`src/rtl/fetch_stage.sv`:
```
// -----------------------------------------------------------------------------
// fetch_stage
//
// Instruction fetch stage for the Hack CPU. It sits directly downstream of the
// program counter, drives the PC value to a synchronous instruction ROM, tracks
// the read in flight and registers the returned instruction, together with its
// address, for decode/execute. A one-entry skid buffer absorbs the response
// already in flight when downstream stalls. Wrong-path fetches are discarded
// on a taken jump, and delivered instructions are counted.
//
// Ports
//   clk          single clock, rising-edge
//   reset        asynchronous, active-low reset (0 = reset)
//   pc_in        current PC value
//   pc_en        PC increment enable (a jump load in the PC still overrides it)
//   rom_addr     ROM read address, combinationally equal to pc_in
//   rom_data     ROM read data, valid the cycle after rom_addr is sampled
//   stall        downstream not ready
//   jump         taken jump this cycle (the PC loads its target on the same edge)
//   instr_out    fetched instruction
//   instr_pc     address of instr_out
//   instr_valid  instr_out / instr_pc hold a valid instruction
//   fetch_count  instructions accepted downstream (wraps)
//   fsm_state    current control state, for observation only
//
// Handshake: an instruction transfers downstream on every rising edge where
// instr_valid=1 and stall=0 (ready = ~stall). While instr_valid=1 and stall=1,
// instr_out and instr_pc hold stable. A stall with instr_valid=0 has no effect,
// and the stage keeps filling.
// -----------------------------------------------------------------------------
module fetch_stage #(
    parameter int ADDR_W  = 15,
    parameter int DATA_W  = 16,
    parameter int COUNT_W = 16
) (
    input  logic               clk,
    input  logic               reset,
    input  logic [ADDR_W-1:0]  pc_in,
    output logic               pc_en,
    output logic [ADDR_W-1:0]  rom_addr,
    input  logic [DATA_W-1:0]  rom_data,
    input  logic               stall,
    input  logic               jump,
    output logic [DATA_W-1:0]  instr_out,
    output logic [ADDR_W-1:0]  instr_pc,
    output logic               instr_valid,
    output logic [COUNT_W-1:0] fetch_count,
    output logic [1:0]         fsm_state
);

    typedef enum logic [1:0] {
        IDLE  = 2'd0,
        RUN   = 2'd1,
        HOLD  = 2'd2,
        FLUSH = 2'd3
    } state_t;

    state_t state;
    state_t state_nxt;

    logic              req_valid;
    logic [ADDR_W-1:0] req_pc;
    logic              skid_valid;
    logic [DATA_W-1:0] skid_data;
    logic [ADDR_W-1:0] skid_pc;

    logic hold;
    logic skid_fill;

    // Downstream is holding a presented instruction.
    assign hold      = stall & instr_valid;
    // The response already in flight has nowhere to go but the skid.
    assign skid_fill = hold & req_valid & ~jump;

    assign rom_addr  = pc_in;
    // Freezing the PC while held means at most one response lands after the
    // stall begins, so the single skid entry cannot overflow.
    assign pc_en     = (state != IDLE) & ~hold;
    assign fsm_state = state;

    // -------------------------------------------------------------------------
    // Control state
    // -------------------------------------------------------------------------
    always_ff @(posedge clk or negedge reset) begin
        if (!reset) begin
            state <= IDLE;
        end else begin
            state <= state_nxt;
        end
    end

    always_comb begin
        state_nxt = state;
        case (state)
            IDLE:    state_nxt = RUN;
            RUN:     if (skid_fill) state_nxt = HOLD;
            HOLD:    if (!stall) state_nxt = RUN;
            FLUSH:   state_nxt = RUN;
            default: state_nxt = IDLE;
        endcase
        if (jump) begin
            state_nxt = FLUSH;
        end
    end

    // -------------------------------------------------------------------------
    // Request tracking, output register and skid buffer
    // -------------------------------------------------------------------------
    always_ff @(posedge clk or negedge reset) begin
        if (!reset) begin
            req_valid   <= 1'b0;
            req_pc      <= '0;
            skid_valid  <= 1'b0;
            skid_data   <= '0;
            skid_pc     <= '0;
            instr_out   <= '0;
            instr_pc    <= '0;
            instr_valid <= 1'b0;
        end else begin
            // A request issued in the jump cycle is on the wrong path.
            req_valid <= pc_en & ~jump;
            req_pc    <= pc_in;

            if (jump) begin
                // Drop the presented instruction, the skid and the response
                // arriving now; the target shows up two edges later.
                instr_valid <= 1'b0;
                skid_valid  <= 1'b0;
            end else if (hold) begin
                if (req_valid) begin
                    skid_valid <= 1'b1;
                    skid_data  <= rom_data;
                    skid_pc    <= req_pc;
                end
            end else if (skid_valid && !stall) begin
                instr_out   <= skid_data;
                instr_pc    <= skid_pc;
                instr_valid <= 1'b1;
                skid_valid  <= 1'b0;
            end else begin
                instr_out   <= rom_data;
                instr_pc    <= req_pc;
                instr_valid <= req_valid;
            end
        end
    end

    // -------------------------------------------------------------------------
    // Delivered-instruction counter (wraps)
    // -------------------------------------------------------------------------
    always_ff @(posedge clk or negedge reset) begin
        if (!reset) begin
            fetch_count <= '0;
        end else if (instr_valid && !stall && !jump) begin
            fetch_count <= fetch_count + COUNT_W'(1);
        end
    end

endmodule

```
`config.mk`:
```
export PLATFORM = sky130hd
export DESIGN_NAME = fetch_stage
export DESIGN_NICKNAME = d
export VERILOG_FILES = /design/src/rtl/fetch_stage.sv
export SDC_FILE = /design/constraint.sdc
export NUM_CORES = 1
export LEC_CHECK = 0
export BUFFER_PORTS_ARGS = -buffer_cell sky130_fd_sc_hd__buf_2
export CAP_MARGIN = 30
export CELL_PAD_IN_SITES_DETAIL_PLACEMENT = 1
export CELL_PAD_IN_SITES_GLOBAL_PLACEMENT = 1
export CORE_AREA = 4 4 108 110
export DETAILED_ROUTE_END_ITERATION = 10
export DIE_AREA = 0 0 112 114
export MAX_ROUTING_LAYER = met4
export PLACE_DENSITY_LB_ADDON = 0.1
export RECOVER_POWER = 100
export SLEW_MARGIN = 20
export SYNTH_ARGS = -nofsm -noshare
export SYNTH_HDL_FRONTEND = slang
export SYNTH_SLANG_ARGS = --single-unit
```
`constraint.sdc`:
```
create_clock -name clk -period 1.5 [get_ports clk]
set_clock_uncertainty 0.15 [all_clocks]
set_input_delay 0.3 -clock clk [delete_from_list [all_inputs] [get_ports clk]]
set_output_delay 0.3 -clock clk [all_outputs]
set_load 0.01 [all_outputs]
```
==> run metrics <==
wirelength, routed=9690 um; # rows=38; via count of the first global-routing pass=2,956; Gate power share=0.191; via/cell ratio=4.71; reported max-cap violation count=0; final core utilization=0.514; maximum clock insertion buffer count=2; net count of the mapped netlist=347; height of the chip=114 um; commonest non-fill, non-tap cell in the layout=sky130_fd_sc_hd__dfrtp_1; final worst path period share=1.06; outcome=finished, violations left; overall track demand over capacity in global routing=0.145; data arrival time of the worst path=1.15 ns; HPWL after detailed placement=5860 um; internal power=4720 uW; Cells after Synth=311; nets=485; highest achievable clock rate=627 MHz; number of distinct library cell variants in the gate-level netlist after synthesis=27; maximum resistive drop on vdd=0.559 mV; start-to-end type of the worst setup path=flip-flop to primary output; H-Tree Level Count=3; via count=2,799; maximum fanout along the worst path=3; Crit. End Element=primary output; power density relative to cell area=1170 nW/um2; number of port buffers=100; average wire per standard cell=16.3 um; CP Launch Type=flip-flop; layout-stage area growth over the synthesis result=38.6%; number of buffers inserted during clock tree synthesis=9; final standard cell count with taps included and fillers excluded=594; Cell Area, Synth=3970 um2; Hold/Removal Path Class=input pin to flip-flop; routability cong.=0.804; setup repair after global routing missed its margin=true; sequential area share after synthesis=0.618; global-route wire length before repair=14,500 um; fraction of layout instances using a drive strength above 1=0.427; P_leak=0.00281 uW; I/O pin cnt=101; initial antenna violation count=0; die area=12,800 um2; latest clock arrival within the worst-skew pair=0.35 ns; detailed-router iteration count before antenna repair=4; Worst Reg-to-Reg Cells=7; violations in the final reports=negative setup slack; leftover overflow at the end of global routing=0; Worst slew margin=0.635; total count of hold-check failures in the final report=0; yosys synthesis warning count=0; clock tree from TritonCTS=done; post-detailed-route DRC marker count=0; worst setup margin=-0.0961 ns; First DRT Iteration DRCs=84; min Tclk post-route=1.60 ns; Clock Tree Root=sky130_fd_sc_hd__clkbuf_8; Critical Path RT=1.05 ns; Std-Cell Core Area=10,700 um2; number of clock sinks seen by CTS=98; post-synthesis average cell area=12.8 um2; part of the total power dissipated in the clock network=0.298; Cell Count Post-Placement=545; switching power as a share of total power=0.269; starting density of the core=0.371; share of total power in sequential cells=0.511; Die X-Extent=112 um; antenna-violating nets left=0; Clock Pin Slew Worst Setup and Hold Paths=0.10 ns; highest-count cells in the layout ignoring fill and taps=sky130_fd_sc_hd__dfrtp_1, sky130_fd_sc_hd__buf_2, sky130_fd_sc_hd__mux2i_1, sky130_fd_sc_hd__nor2_1, sky130_fd_sc_hd__a21oi_1; Filler Cell Count=1,143; maximum number of pins on one net before global-route repair=44; count of final setup violators=26; antenna cell count=0; Slew Limit Fails=0; net switching power of the design=1740 uW; worst hold stages=2; transition time of the tightest slew-check pin=0.547 ns; synthesis-stage register bit count=98
## synth_stat cells
master | n | share of area
sky130_fd_sc_hd__nand4_2 | 1 | 0.0032
sky130_fd_sc_hd__a31oi_1 | 1 | 0.0016
sky130_fd_sc_hd__a21oi_1 | 33 | 0.042
sky130_fd_sc_hd__mux2i_1 | 31 | 0.078
sky130_fd_sc_hd__nor2_1 | 36 | 0.034
sky130_fd_sc_hd__dfrtp_1 | 98 | 0.62
sky130_fd_sc_hd__a21o_1 | 1 | 0.0019
sky130_fd_sc_hd__xor2_1 | 6 | 0.013
sky130_fd_sc_hd__nor3_1 | 1 | 0.0013
sky130_fd_sc_hd__nor2b_1 | 2 | 0.0032
sky130_fd_sc_hd__nor4b_2 | 1 | 0.0038
sky130_fd_sc_hd__nand3_1 | 4 | 0.0050
sky130_fd_sc_hd__nor3b_4 | 1 | 0.0047
sky130_fd_sc_hd__and3_1 | 2 | 0.0032
sky130_fd_sc_hd__nand4_1 | 6 | 0.0095
sky130_fd_sc_hd__ha_1 | 1 | 0.0032
sky130_fd_sc_hd__mux2_2 | 32 | 0.091
sky130_fd_sc_hd__nand2b_1 | 1 | 0.0016
sky130_fd_sc_hd__nor4_2 | 1 | 0.0032
sky130_fd_sc_hd__clkbuf_1 | 6 | 0.0057
sky130_fd_sc_hd__o21ai_0 | 1 | 0.0013
sky130_fd_sc_hd__inv_1 | 4 | 0.0038
sky130_fd_sc_hd__buf_4 | 15 | 0.028
sky130_fd_sc_hd__nand2_1 | 8 | 0.0076
sky130_fd_sc_hd__buf_2 | 8 | 0.010
sky130_fd_sc_hd__xnor2_1 | 9 | 0.020
sky130_fd_sc_hd__and4_1 | 1 | 0.0022
## cell type report
cell class / instances / area [um2] / area share
inverters: 4 / 15.0 / 0.00273
clock inverters: 7 / 100 / 0.0182
flip-flops and latches: 98 / 2460 / 0.447
multi-input cells: 180 / 1490 / 0.271
well taps: 140 / 175 / 0.0319
repair buffers: 156 / 1140 / 0.207
clock buffers: 9 / 124 / 0.0225
## worst max-delay path: stages (launching register included)
cell and delay, ns:
sky130_fd_sc_hd__dfrtp_2 0.44, sky130_fd_sc_hd__buf_6 0.13, sky130_fd_sc_hd__a21oi_2 0.10, sky130_fd_sc_hd__buf_2 0.13
## kinds of logic (layout without fill, tap and decap cells)
group / count (synthesis) / in the layout / share of synthesized area
fa+ha+maj: 1 / 1 / 0.00315
mux: 63 / 63 / 0.169
flops: 98 / 98 / 0.618
compound gates: 36 / 36 / 0.0464
simple gates: 65 / 65 / 0.0823
xor+xnor: 15 / 15 / 0.0331
buf+inv: 33 / 176 / 0.0479
## per-stage QoR
stage / area [um2] / total power (uW) / hold slack, ns / setup slack (ns) / setup TNS [ns]
5_1_grt: 5500 / 6840 / 0.00586 / -0.172 / -4.83
4_1_cts: 5250 / 6380 / 0.0173 / -0.126 / -0.526
6_report: 5500 / 6460 / 0.0363 / -0.0961 / -1.51
3_3_place_gp: 4750 / 4320 / 0.0789 / -0.0935 / -2.52
2_1_floorplan: 3990 / 3860 / -0.146 / -0.0930 / -0.997
3_5_place_dp: 4750 / 4360 / 0.0771 / -0.136 / -2.95
## final timing paths
kind | slack [ns] | start | to
max in group asynchronous | 0.12 | reset | instr_pc[1]
min in group asynchronous | 0.30 | reset | fetch_count[6]
min | 0.04 | rom_data[11] | skid_data[11]
max reg2reg | -0.09 | instr_valid | instr_pc[11]
min reg2reg | 0.34 | fetch_count[15] | fetch_count[15]
max | -0.1 | instr_valid | pc_en
## sequential cells by signal, indices dropped and copies added (netlist names)
signal / flops
instr_valid: 1
skid_data: 16
instr_pc: 15
skid_pc: 15
fsm_state: 2
instr_out: 16
req_valid: 1
skid_valid: 1
req_pc: 15
fetch_count: 16
## repair_timing
item / 4_1_cts / 5_1_grt
pin swaps: 5 / 12
setup buffers: 4 / 9
endpoints found under the setup margin: 16 / 63
endpoints found under the hold margin: 73 / 0
hold buffers: 16 / 0
cloned: 1 / 5
resized for setup: 14 / 41
## metal layers
layer | wire length, um | global-route usage
met1 | 4160 | 0.176
met3 | 393 | 0.0355
met4 | 155 | 0.0337
met2 | 4990 | 0.248
met5 | 0 | -
## power groups by stage
| stage | clock [uW] | sequential (uW) | combinational, uW |
|---|---|---|---|
| after floorplan | 0 | 3370 | 485 |
| after global routing | 2120 | 3370 | 1360 |
| after detailed placement | 0 | 3330 | 1030 |
| final | 1920 | 3300 | 1240 |
| after global placement | 0 | 3310 | 1010 |
| after CTS | 1980 | 3290 | 1110 |
Note: power is estimated with default switching activity, not from simulation.
